## config.mk

```make
export PLATFORM = sky130hd
export DESIGN_NAME = bird_physics_flat
export DESIGN_NICKNAME = d
export VERILOG_FILES = /design/src/rtl/flappy_pkg.sv /design/src/rtl/bird_physics_if.sv /design/src/rtl/button_edge.sv /design/src/rtl/bird_physics.sv /design/src/flat_wrapper.sv
export SDC_FILE = /design/constraint.sdc
export NUM_CORES = 1
export LEC_CHECK = 0
export BUFFER_PORTS_ARGS = -buffer_cell sky130_fd_sc_hd__clkbuf_2
export CORE_MARGIN = 5
export CORE_UTILIZATION = 52
export CTS_BUF_LIST = sky130_fd_sc_hd__clkbuf_4
export DETAILED_ROUTE_END_ITERATION = 8
export PLACE_DENSITY = 0.77
export REMOVE_ABC_BUFFERS = 1
export SLEW_MARGIN = 20
export SYNTH_ARGS = -nofsm -noshare
export SYNTH_HDL_FRONTEND = slang
export SYNTH_SLANG_ARGS = --single-unit
```

## constraint.sdc

```tcl
create_clock -name clk -period 5.8 [get_ports clk]
set_clock_uncertainty 0.1 [all_clocks]
set_input_delay 0.29 -clock clk [delete_from_list [all_inputs] [get_ports clk]]
set_output_delay 0.29 -clock clk [all_outputs]
set_load 0.02 [all_outputs]
```

## src/rtl/flappy_pkg.sv

```systemverilog
// Shared constants for the flappy game: scene codes, screen geometry and
// the bird physics FSM state encoding.
package flappy_pkg;

    typedef enum logic [1:0] {
        SCENE_START = 2'b00,
        SCENE_PLAY  = 2'b01,
        SCENE_OVER  = 2'b10
    } scene_t;

    localparam int SCREEN_W   = 640;
    localparam int SCREEN_H   = 480;
    localparam int GROUND_ROW = 440;

    typedef enum logic [1:0] {
        IDLE  = 2'b00,
        FLY   = 2'b01,
        DYING = 2'b10,
        DEAD  = 2'b11
    } bird_state_t;

endpackage

```

## src/rtl/bird_physics_if.sv

```systemverilog
// Bundle of the per-frame game inputs and the bird status outputs.
interface bird_physics_if;

    logic        frame_tick;
    logic [1:0]  state_number;
    logic        flap_button;
    logic [9:0]  pipe_x;
    logic [8:0]  gap_top;
    logic [8:0]  gap_bottom;
    logic [9:0]  bird_y;
    logic signed [5:0] bird_vel;
    logic        dead;
    logic        pass_pulse;

    modport master (
        output frame_tick, state_number, flap_button, pipe_x, gap_top, gap_bottom,
        input  bird_y, bird_vel, dead, pass_pulse
    );

    modport slave (
        input  frame_tick, state_number, flap_button, pipe_x, gap_top, gap_bottom,
        output bird_y, bird_vel, dead, pass_pulse
    );

endinterface

```

## src/rtl/button_edge.sv

```systemverilog
// Two-flop synchroniser for an active-low key plus a falling-edge (press)
// detector; shared by the flap, start and restart keys.
module button_edge (
    input  logic clk,
    input  logic rst,
    input  logic btn,
    output logic fall
);

    logic [1:0] sync_q;
    logic       prev_q;

    // The edge is taken from the second flop only, so the first flop is
    // free to resolve metastability before anything looks at it.
    always_ff @(posedge clk) begin
        if (!rst) begin
            sync_q <= 2'b11;
            prev_q <= 1'b1;
        end else begin
            sync_q <= {sync_q[0], btn};
            prev_q <= sync_q[1];
        end
    end

    assign fall = prev_q & ~sync_q[1];

endmodule

```

## src/rtl/bird_physics.sv

```systemverilog
// Per-frame bird motion: gravity/flap integration, ceiling clamp, ground and
// pipe collision, death fall and pipe-pass pulse.
module bird_physics
    import flappy_pkg::*;
#(
    parameter int BIRD_X   = 160,
    parameter int BIRD_W   = 16,
    parameter int BIRD_H   = 16,
    parameter int PIPE_W   = 52,
    parameter int GROUND_Y = GROUND_ROW,
    parameter int START_Y  = 220,
    parameter int GRAVITY  = 1,
    parameter int FLAP_VEL = -8,
    parameter int MAX_FALL = 10
) (
    input logic           clk,
    input logic           rst,
    bird_physics_if.slave bus
);

    localparam logic signed [11:0] GRAV12   = 12'(GRAVITY);
    localparam logic signed [11:0] FLAP12   = 12'(FLAP_VEL);
    localparam logic signed [11:0] MAXF12   = 12'(MAX_FALL);
    localparam logic signed [11:0] BH12     = 12'(BIRD_H);
    localparam logic signed [11:0] GROUND12 = 12'(GROUND_Y);
    localparam logic [9:0]  START_Y10 = 10'(START_Y);
    localparam logic [9:0]  LAND_Y10  = 10'(GROUND_Y - BIRD_H);
    localparam logic [10:0] BIRD_L11  = 11'(BIRD_X);
    localparam logic [10:0] BIRD_R11  = 11'(BIRD_X + BIRD_W);
    localparam logic [10:0] PIPE_W11  = 11'(PIPE_W);

    bird_state_t       state_q, state_d;
    logic [9:0]        y_q, y_d;
    logic signed [5:0] vel_q, vel_d;
    logic              pending_q, pending_d;
    logic              passed_q, passed_d;
    logic              pass_q, pass_d;
    logic              flap_fall;

    logic signed [11:0] y_ext, vel_ext, vel_inc, grav_vel, fly_vel, fly_y, dive_y;
    logic [10:0]        pipe_r;
    logic               h_overlap, v_outside, pipe_hit, fly_ground, dive_ground, now_passed;
    logic               scene_start, scene_play, scene_over;

    button_edge u_flap_edge (
        .clk  (clk),
        .rst  (rst),
        .btn  (bus.flap_button),
        .fall (flap_fall)
    );

    assign scene_start = (bus.state_number == SCENE_START);
    assign scene_play  = (bus.state_number == SCENE_PLAY);
    assign scene_over  = (bus.state_number == SCENE_OVER);

    // Candidate motion for this tick, all in 12-bit signed so a flap near the
    // top can go negative before being clamped.
    assign y_ext    = $signed({2'b00, y_q});
    assign vel_ext  = {{6{vel_q[5]}}, vel_q};
    assign vel_inc  = vel_ext + GRAV12;
    assign grav_vel = (vel_inc > MAXF12) ? MAXF12 : vel_inc;
    assign fly_vel  = pending_q ? FLAP12 : grav_vel;
    assign fly_y    = y_ext + fly_vel;
    assign dive_y   = y_ext + grav_vel;

    assign fly_ground  = (fly_y + BH12) >= GROUND12;
    assign dive_ground = (dive_y + BH12) >= GROUND12;

    assign pipe_r     = {1'b0, bus.pipe_x} + PIPE_W11;
    assign h_overlap  = ({1'b0, bus.pipe_x} < BIRD_R11) && (pipe_r > BIRD_L11);
    assign v_outside  = (fly_y < $signed({3'b000, bus.gap_top})) ||
                        ((fly_y + BH12) > $signed({3'b000, bus.gap_bottom}));
    assign pipe_hit   = h_overlap && v_outside;
    assign now_passed = pipe_r < BIRD_L11;

    always_ff @(posedge clk) begin
        if (!rst) begin
            state_q   <= IDLE;
            y_q       <= START_Y10;
            vel_q     <= '0;
            pending_q <= 1'b0;
            passed_q  <= 1'b0;
            pass_q    <= 1'b0;
        end else begin
            state_q   <= state_d;
            y_q       <= y_d;
            vel_q     <= vel_d;
            pending_q <= pending_d;
            passed_q  <= passed_d;
            pass_q    <= pass_d;
        end
    end

    // A pipe hit discards any flap: the bird keeps the collided position but
    // takes the gravity velocity, so it starts falling immediately.
    always_comb begin
        state_d   = state_q;
        y_d       = y_q;
        vel_d     = vel_q;
        pending_d = pending_q;
        passed_d  = passed_q;
        pass_d    = 1'b0;

        if (bus.frame_tick) begin
            pending_d = flap_fall;
            passed_d  = now_passed;
        end else if (flap_fall) begin
            pending_d = 1'b1;
        end

        if (scene_start) begin
            state_d   = IDLE;
            y_d       = START_Y10;
            vel_d     = '0;
            pending_d = 1'b0;
        end else begin
            case (state_q)
                IDLE: begin
                    if (scene_play) state_d = FLY;
                end
                FLY: begin
                    if (bus.frame_tick && scene_play) begin
                        pass_d = now_passed && !passed_q;
                        if (fly_ground) begin
                            state_d = DEAD;
                            y_d     = LAND_Y10;
                            vel_d   = '0;
                        end else if (pipe_hit) begin
                            state_d = DYING;
                            y_d     = (fly_y < 0) ? 10'd0 : fly_y[9:0];
                            vel_d   = grav_vel[5:0];
                        end else if (fly_y < 0) begin
                            y_d     = 10'd0;
                            vel_d   = '0;
                        end else begin
                            y_d     = fly_y[9:0];
                            vel_d   = fly_vel[5:0];
                        end
                    end
                end
                DYING: begin
                    if (bus.frame_tick && (scene_play || scene_over)) begin
                        if (dive_ground) begin
                            state_d = DEAD;
                            y_d     = LAND_Y10;
                            vel_d   = '0;
                        end else begin
                            y_d     = (dive_y < 0) ? 10'd0 : dive_y[9:0];
                            vel_d   = grav_vel[5:0];
                        end
                    end
                end
                default: ;
            endcase
        end
    end

    assign bus.bird_y     = y_q;
    assign bus.bird_vel   = vel_q;
    assign bus.dead       = (state_q == DYING) || (state_q == DEAD);
    assign bus.pass_pulse = pass_q;

endmodule

```

## src/flat_wrapper.sv

```systemverilog
// flat-port wrapper written by rule: the top's interface ports become plain ports
module bird_physics_flat import flappy_pkg::*;
#(
    parameter int BIRD_X   = 160,
    parameter int BIRD_W   = 16,
    parameter int BIRD_H   = 16,
    parameter int PIPE_W   = 52,
    parameter int GROUND_Y = GROUND_ROW,
    parameter int START_Y  = 220,
    parameter int GRAVITY  = 1,
    parameter int FLAP_VEL = -8,
    parameter int MAX_FALL = 10
)
  (clk, rst, bus_frame_tick, bus_state_number, bus_flap_button, bus_pipe_x, bus_gap_top, bus_gap_bottom, bus_bird_y, bus_bird_vel, bus_dead, bus_pass_pulse);
  bird_physics_if bus_i ();
  input logic clk;
  input logic rst;
  input wire logic [$bits(bus_i.frame_tick)-1:0] bus_frame_tick;
  input wire logic [$bits(bus_i.state_number)-1:0] bus_state_number;
  input wire logic [$bits(bus_i.flap_button)-1:0] bus_flap_button;
  input wire logic [$bits(bus_i.pipe_x)-1:0] bus_pipe_x;
  input wire logic [$bits(bus_i.gap_top)-1:0] bus_gap_top;
  input wire logic [$bits(bus_i.gap_bottom)-1:0] bus_gap_bottom;
  output wire logic [$bits(bus_i.bird_y)-1:0] bus_bird_y;
  output wire logic [$bits(bus_i.bird_vel)-1:0] bus_bird_vel;
  output wire logic [$bits(bus_i.dead)-1:0] bus_dead;
  output wire logic [$bits(bus_i.pass_pulse)-1:0] bus_pass_pulse;
  assign bus_i.frame_tick = bus_frame_tick;
  assign bus_i.state_number = bus_state_number;
  assign bus_i.flap_button = bus_flap_button;
  assign bus_i.pipe_x = bus_pipe_x;
  assign bus_i.gap_top = bus_gap_top;
  assign bus_i.gap_bottom = bus_gap_bottom;
  assign bus_bird_y = bus_i.bird_y;
  assign bus_bird_vel = bus_i.bird_vel;
  assign bus_dead = bus_i.dead;
  assign bus_pass_pulse = bus_i.pass_pulse;
  bird_physics #(.BIRD_X(BIRD_X), .BIRD_W(BIRD_W), .BIRD_H(BIRD_H), .PIPE_W(PIPE_W), .GROUND_Y(GROUND_Y), .START_Y(START_Y), .GRAVITY(GRAVITY), .FLAP_VEL(FLAP_VEL), .MAX_FALL(MAX_FALL)) u_core (.clk(clk), .rst(rst), .bus(bus_i));
endmodule
```

==> results.toml, run 1 <==
[status]
status = "finished clean"

[sta]
tns_ns = 0
maxClockFrequency_mhz = 173
layout_min_cycle_time_ns = 5.78
fin_crit_sh_pct = 99.6
worstMarginPinSlew_ns = 0.787
hold_violations = 0
relSlewSlack_pct = 47.5
setup_ws_ns = 0.0234
drv_slew = 0
rsz0062_at_grt = "true"
finalSetupViolations = 0
timing.hold.ws_ns = 0.0299

[logic_synthesis]
ys_ff_latch = 24
synth-edff-count = 0
yosysUniqueCellTypes = 72
synth_flop_cell = "dfxtp_1"
syn_area_um2 = 3420
synth.avg_cell_area_um2 = 7.83
synth-seq-area-share_pct = 14.0
synth_cells = 437
ys_warn_count = 0
synthArstFlopShare_pct = 0

[global_route]
gr-total-overflow = 0
grt_max_degree = 24
grt_pass1_wl_mm = 16.6
grt_usage_pct = 23.6
first_global_vias = 3836
antenna_found_initial = 0

[critical_path]
critical_path_buf_inv_count = 0
path_class = "reg2reg"
arrival_ns = 5.93
slowest_delay_ns = 0.54
cp_max_fo = 5
worstSetupEndpointType = "register"
start_kind = "register"
cp_top_family = "compound AO/OA/AOI/OAI gates"
slowest_stage = "or4b_1"
required_ns = 5.96

[clocking]
htreeDepth = 1
clk_pin_slew_worst_paths_ns = 0.14
cts_root_buf = "clkbuf_4"
worstSkewPairLatency_ns = 0.34
clock_sinks = 24
cts_buffers = 3
cts_tree = "yes"
cts_buffer_depth = 2

[drt]
ant_nets = 0
drt_iter0_markers = 196
vias = 3875
wirelength_mm = 10.7
firstDrtPassIters = 6
drc_errors = 0
avgViaCountPerCell = 6.22
wire_per_inst_um = 17.2

[placed_design]
io_buffers = 51
placed_cell_area_um2 = 4120
dp_slack_ns = -0.336
place.gp.congestion = 0.912
dp_hpwl_mm = 8.03

[die]
dieArea_um2 = 8300
core_um2 = 6390
dieWidth_um = 91.1
num_io_pins = 52
rows = 29
floorplan.die.height_um = 91.1
start_util_pct = 53.6

[layout]
syn2layout_area_growth_pct = 33.4
final_nets = 634
fin_area_um2 = 4560
n_antenna_cell = 0
final_common_cell = "buf_4"
fillCellCount = 471
layout_common_cells = "buf_4 (63), clkbuf_2 (51), inv_1 (42), ha_1 (42), nor2_1 (31)"
drive_gt1_share_pct = 35.0

[min_path]
min_path_type = "in2reg"

[run]
cap_violations = 0
[sequential cells by signal, summed over array words and instances, names as in the netlist]
name / count
u_core.bus.pass_pulse: 1
u_core.passed_q: 1
u_core.u_flap_edge.prev_q: 1
u_core.state_q: 2
u_core.u_flap_edge.sync_q: 2
u_core.bus.bird_vel: 6
u_core.bus.bird_y: 10
u_core.pending_q: 1
[cell usage after synthesis (4+ instances only)]
cell type	number	area [µm²]
a211oi_1	5	37.5
inv_1	42	158
or2_2	4	25.0
a21boi_0	4	30.0
nor3_1	22	110
nand2b_1	9	56.3
xor2_1	9	78.8
and2_1	6	37.5
ha_1	51	638
nor2b_1	7	43.8
nand4_1	6	37.5
a21o_1	9	67.6
xnor2_1	11	96.3
a31oi_1	5	31.3
nor2_1	34	128
dfxtp_1	24	480
o31ai_1	6	45.0
a21oi_1	31	155
nand2_1	22	82.6
nor4_1	6	37.5
buf_2	4	20.0
o21ai_0	18	90.1
o21a_1	6	45.0
clkbuf_1	6	22.5
o211ai_1	6	45.0
nand3_1	10	50.1
a221oi_1	10	87.6
[what timing repair did]
action / CTS / global route
setup buffers: 5 / 9
resized for setup: 26 / 38
pin swaps: 19 / 17
endpoints found under the setup margin: 8 / 9
hold buffers: 0 / 0
[logic make-up (layout without fill, tap and decap cells)]
logic type               Yosys count  in the layout  synth area share [%]
adder cells (fa/ha/maj)           53             53                  19.8
flip-flops                        24             24                  14.0
AND/OR/NAND/NOR                  144            144                  22.5
buffers and inverters             53            162                  6.00
AO/OA/AOI/OAI                    138            138                  30.5
XOR/XNOR                          22             22                  6.25
multiplexers                       3              3                 0.878
[through the flow]
stage | utilization [%] | cells
2_1_floorplan | - | 426
3_3_place_gp | 64.5 | 605
3_5_place_dp | 64.5 | 605
4_1_cts | 67.6 | 614
5_1_grt | 71.5 | 623
6_report | 71.5 | 623
[worst register-to-register path, stage by stage (launching register included)]
cell and delay, ns:
dfxtp_2 0.35, ha_2 0.18, and3_4 0.19, nor3_2 0.11, a31oi_1 0.07, or2_4 0.28
ha_4 0.27, o31a_1 0.26, nor3_2 0.06, ha_2 0.21, fa_2 0.38, a21o_1 0.23
a211oi_2 0.24, a211oi_2 0.13, a211oi_4 0.20, xnor2_1 0.11, ha_1 0.33, a21oi_1 0.17
o21ai_1 0.11, o31ai_2 0.27, o211ai_1 0.14, or4b_1 0.54, o211a_4 0.20, a2111oi_4 0.29
nor3_1 0.11, nor4_1 0.16
[worst paths after layout]
kind	from	slack, ns	end	cells past startpoint
min	bus_flap_button	0.03	u_core.u_flap_edge.sync_q[0]$_SDFF_PN1_	2
min reg2reg	u_core.u_flap_edge.sync_q[0]$_SDFF_PN1_	0.34	u_core.u_flap_edge.sync_q[1]$_SDFF_PN1_	1
max reg2reg	u_core.bus.bird_vel[0]$_SDFFE_PP0P_	0.02	u_core.bus.bird_vel[4]$_SDFFE_PP0P_	25
max	u_core.bus.bird_vel[0]$_SDFFE_PP0P_	0.02	u_core.bus.bird_vel[4]$_SDFFE_PP0P_	25
[final cells by class]
class / count / area, µm² / area share (%)
clock inverter: 1 / 30.0 / 0.658
inverter: 42 / 158 / 3.45
clock buffer: 3 / 22.5 / 0.493
tap: 77 / 96.3 / 2.11
sequential: 24 / 483 / 10.6
timing repair buffer: 116 / 759 / 16.6
multi-input combinational: 360 / 3020 / 66.1
[metal layers]
metal  up-vias  part of all wire, %  global-route usage [%]
met5         -                    0                       0
li1       1858                    -                       -
met2       175                   50                    41.5
met4         0                  4.2                    13.1
met1      1797                   39                    27.6
met3        45                  6.9                    2.56
Power of run 1 is left out: the tool's default activity adds up to more than one toggle a clock period on the data nets, which glitch-free logic cannot reach.
==> run 2: changes to the inputs <==
- PLACE_DENSITY: 0.77 -> 0.74
- clock period: 5.8 -> 6.3 ns (I/O delays scaled with it)
==> run 2 against run 1 <==
  * Critical path depth up 2
  * Wire length fell by 15%
  * Worst hold slack better by 0.026 ns
  * Maximum frequency shrank 3.6%
  * Core utilization decreased by 8.9 points
  * Cell count decreased by 7.7%
  * First-iteration DRC count is 24% lower
  * Design area shrank 12%
  * Flip-flop and latch count did not move
  * Clock-buffer cell count unchanged
  * Setup slack improved by 0.29 ns
  * Largest cell class unchanged
==> results.toml, run 2 (same netlist as run 1, synthesis figures left out) <==
[status]
status = "finished clean"

[sta]
maxClockFrequency_mhz = 167
fin_crit_sh_pct = 95.1
tns_ns = 0
hold_violations = 0
layout_min_cycle_time_ns = 5.99
relSlewSlack_pct = 51.2
finalSetupViolations = 0
drv_slew = 0
worstMarginPinSlew_ns = 0.730

[clocking]
cts_buffer_depth = 2
cts_tree = "yes"
htreeDepth = 1
worstSkewPairLatency_ns = 0.33
clk_pin_slew_worst_paths_ns = 0.15
cts_root_buf = "clkbuf_4"
holdBufCountCts = 0
clock_sinks = 24
cts_buffers = 3

[critical_path]
required_ns = 6.41
ff2ff_setup_slack_ns = 0.31
worstSetupEndpointType = "register"
arrival_ns = 6.10
cp_max_fo = 6
path_class = "reg2reg"
reg2reg_depth = 27
reg2reg_to = "u_core.state_q[0]$_SDFFE_PP0P_"
timing.rr.start = "u_core.bus.bird_vel[1]$_SDFFE_PP0P_"
start_kind = "register"

[placed_design]
dp_hpwl_mm = 7.26
placed_cell_area_um2 = 3810
io_buffers = 51
dp.cells = 565
place.gp.congestion = 0.882

[drt]
wirelength_mm = 9.14
wire_per_inst_um = 15.9
drt_iter0_markers = 148
vias = 3543
drc_errors = 0
ant_nets = 0
avgViaCountPerCell = 6.16
firstDrtPassIters = 4

[die]
core_um2 = 6390
start_util_pct = 53.6
num_io_pins = 52
rows = 29
dieWidth_um = 91.1
floorplan.die.height_um = 91.1
dieArea_um2 = 8300

[min_path]
min_path_type = "in2reg"
hold_start = "bus_flap_button"
holdPathStages = 2
min_to = "u_core.u_flap_edge.sync_q[0]$_SDFF_PN1_"

[layout]
final_nets = 586
fin_area_um2 = 4000
syn2layout_area_growth_pct = 16.9
post-route-util_pct = 62.6
largest_reg_flops = 10
fillCellCount = 599
layout_common_cells = "clkbuf_2 (51), ha_1 (45), inv_1 (42)"
instances_no_fill = 575
final_common_cell = "clkbuf_2"
drive_gt1_share_pct = 23.9
n_antenna_cell = 0

[global_route]
grt_max_degree = 24
gr-total-overflow = 0
antenna_found_initial = 0
grt_pass1_wl_mm = 15.0
first_global_vias = 3335
grt_usage_pct = 21.0

[run]
cap_violations = 0
-- run 2: changes by cell type in the layout (fill, tap and decap cells not counted), moves of 2 or more --
cell and delta:
nor3_1 +4, ha_1 +3, a21oi_1 +2, a211oi_1 +2, a211oi_2 -2, a221oi_1 +2, buf_4 -46, dfxtp_2 -2
o21ai_2 -2, o21ai_0 +3, ha_4 -3, nand3_1 +2, nor3_2 -4
-- run 2: worst max path at each step --
stage	depth (start not counted)	from	slack (ns)	endpoint
global route	26	u_core.bus.bird_vel[1]$_SDFFE_PP0P_	-0.01	u_core.bus.bird_vel[4]$_SDFFE_PP0P_
floorplan	25	u_core.bus.bird_vel[0]$_SDFFE_PP0P_	0.12	u_core.bus.bird_vel[3]$_SDFFE_PP0P_
detailed placement	26	u_core.bus.bird_vel[1]$_SDFFE_PP0P_	-0.12	u_core.bus.bird_vel[4]$_SDFFE_PP0P_
CTS	24	u_core.bus.bird_vel[1]$_SDFFE_PP0P_	0.02	u_core.bus.bird_vel[4]$_SDFFE_PP0P_
global placement	26	u_core.bus.bird_vel[1]$_SDFFE_PP0P_	0.18	u_core.bus.bird_vel[3]$_SDFFE_PP0P_
finish	27	u_core.bus.bird_vel[1]$_SDFFE_PP0P_	0.31	u_core.state_q[0]$_SDFFE_PP0P_
-- run 2: layout make-up --
type	instances	area, µm²	share of cell area (%)
clock inverters	1	3.75	0.0939
well taps	77	96.3	2.41
flip-flops and latches	24	484	12.1
inverters	42	158	3.94
clock buffers	3	22.5	0.563
multi-input cells	360	2850	71.3
repair buffers	68	383	9.57
-- run 2: through the flow --
step,hold slack [ns],worst slack (ns)
floorplan,0.286,0.119
global placement,0.290,0.183
detailed placement,0.302,-0.117
CTS,0.0643,0.0197
global route,0.0405,-0.0127
finish,0.0562,0.309
-- run 2: critical path: stages, from the launching register on --
cell and delay (ns):
dfxtp_4 0.39, ha_1 0.21, and3_2 0.25, nor3_1 0.13, a31oi_1 0.07, or2_2 0.32, ha_1 0.29, o31a_1 0.15
buf_4 0.16, nor2b_4 0.16, nor2_4 0.06, ha_4 0.23, a211oi_4 0.29, o31ai_4 0.12, buf_4 0.17, and4b_1 0.21
nor3_4 0.26, xnor2_1 0.12, ha_1 0.34, nand4_1 0.12, a21oi_1 0.07, o31ai_2 0.30, o211ai_1 0.13, or4b_4 0.51
o211a_4 0.19, a211o_1 0.30, a21oi_1 0.16, nor3_1 0.07
-- run 2: repair_timing --
item / in CTS / in global routing
setup buffers: 2 / 4
resized for setup: 6 / 25
endpoints found under the setup margin: 4 / 8
pin swaps: 1 / 12
-- run 2: layer usage --
metal | GRT usage, % | wire length [µm] | up-vias
met1 | 25.7 | 3870 | 1653
li1 | - | - | 1754
met4 | 6.36 | 165 | 0
met3 | 2.31 | 533 | 19
met5 | 0 | 0 | -
met2 | 38.2 | 4560 | 117
Power of run 2 is left out for the same reason.
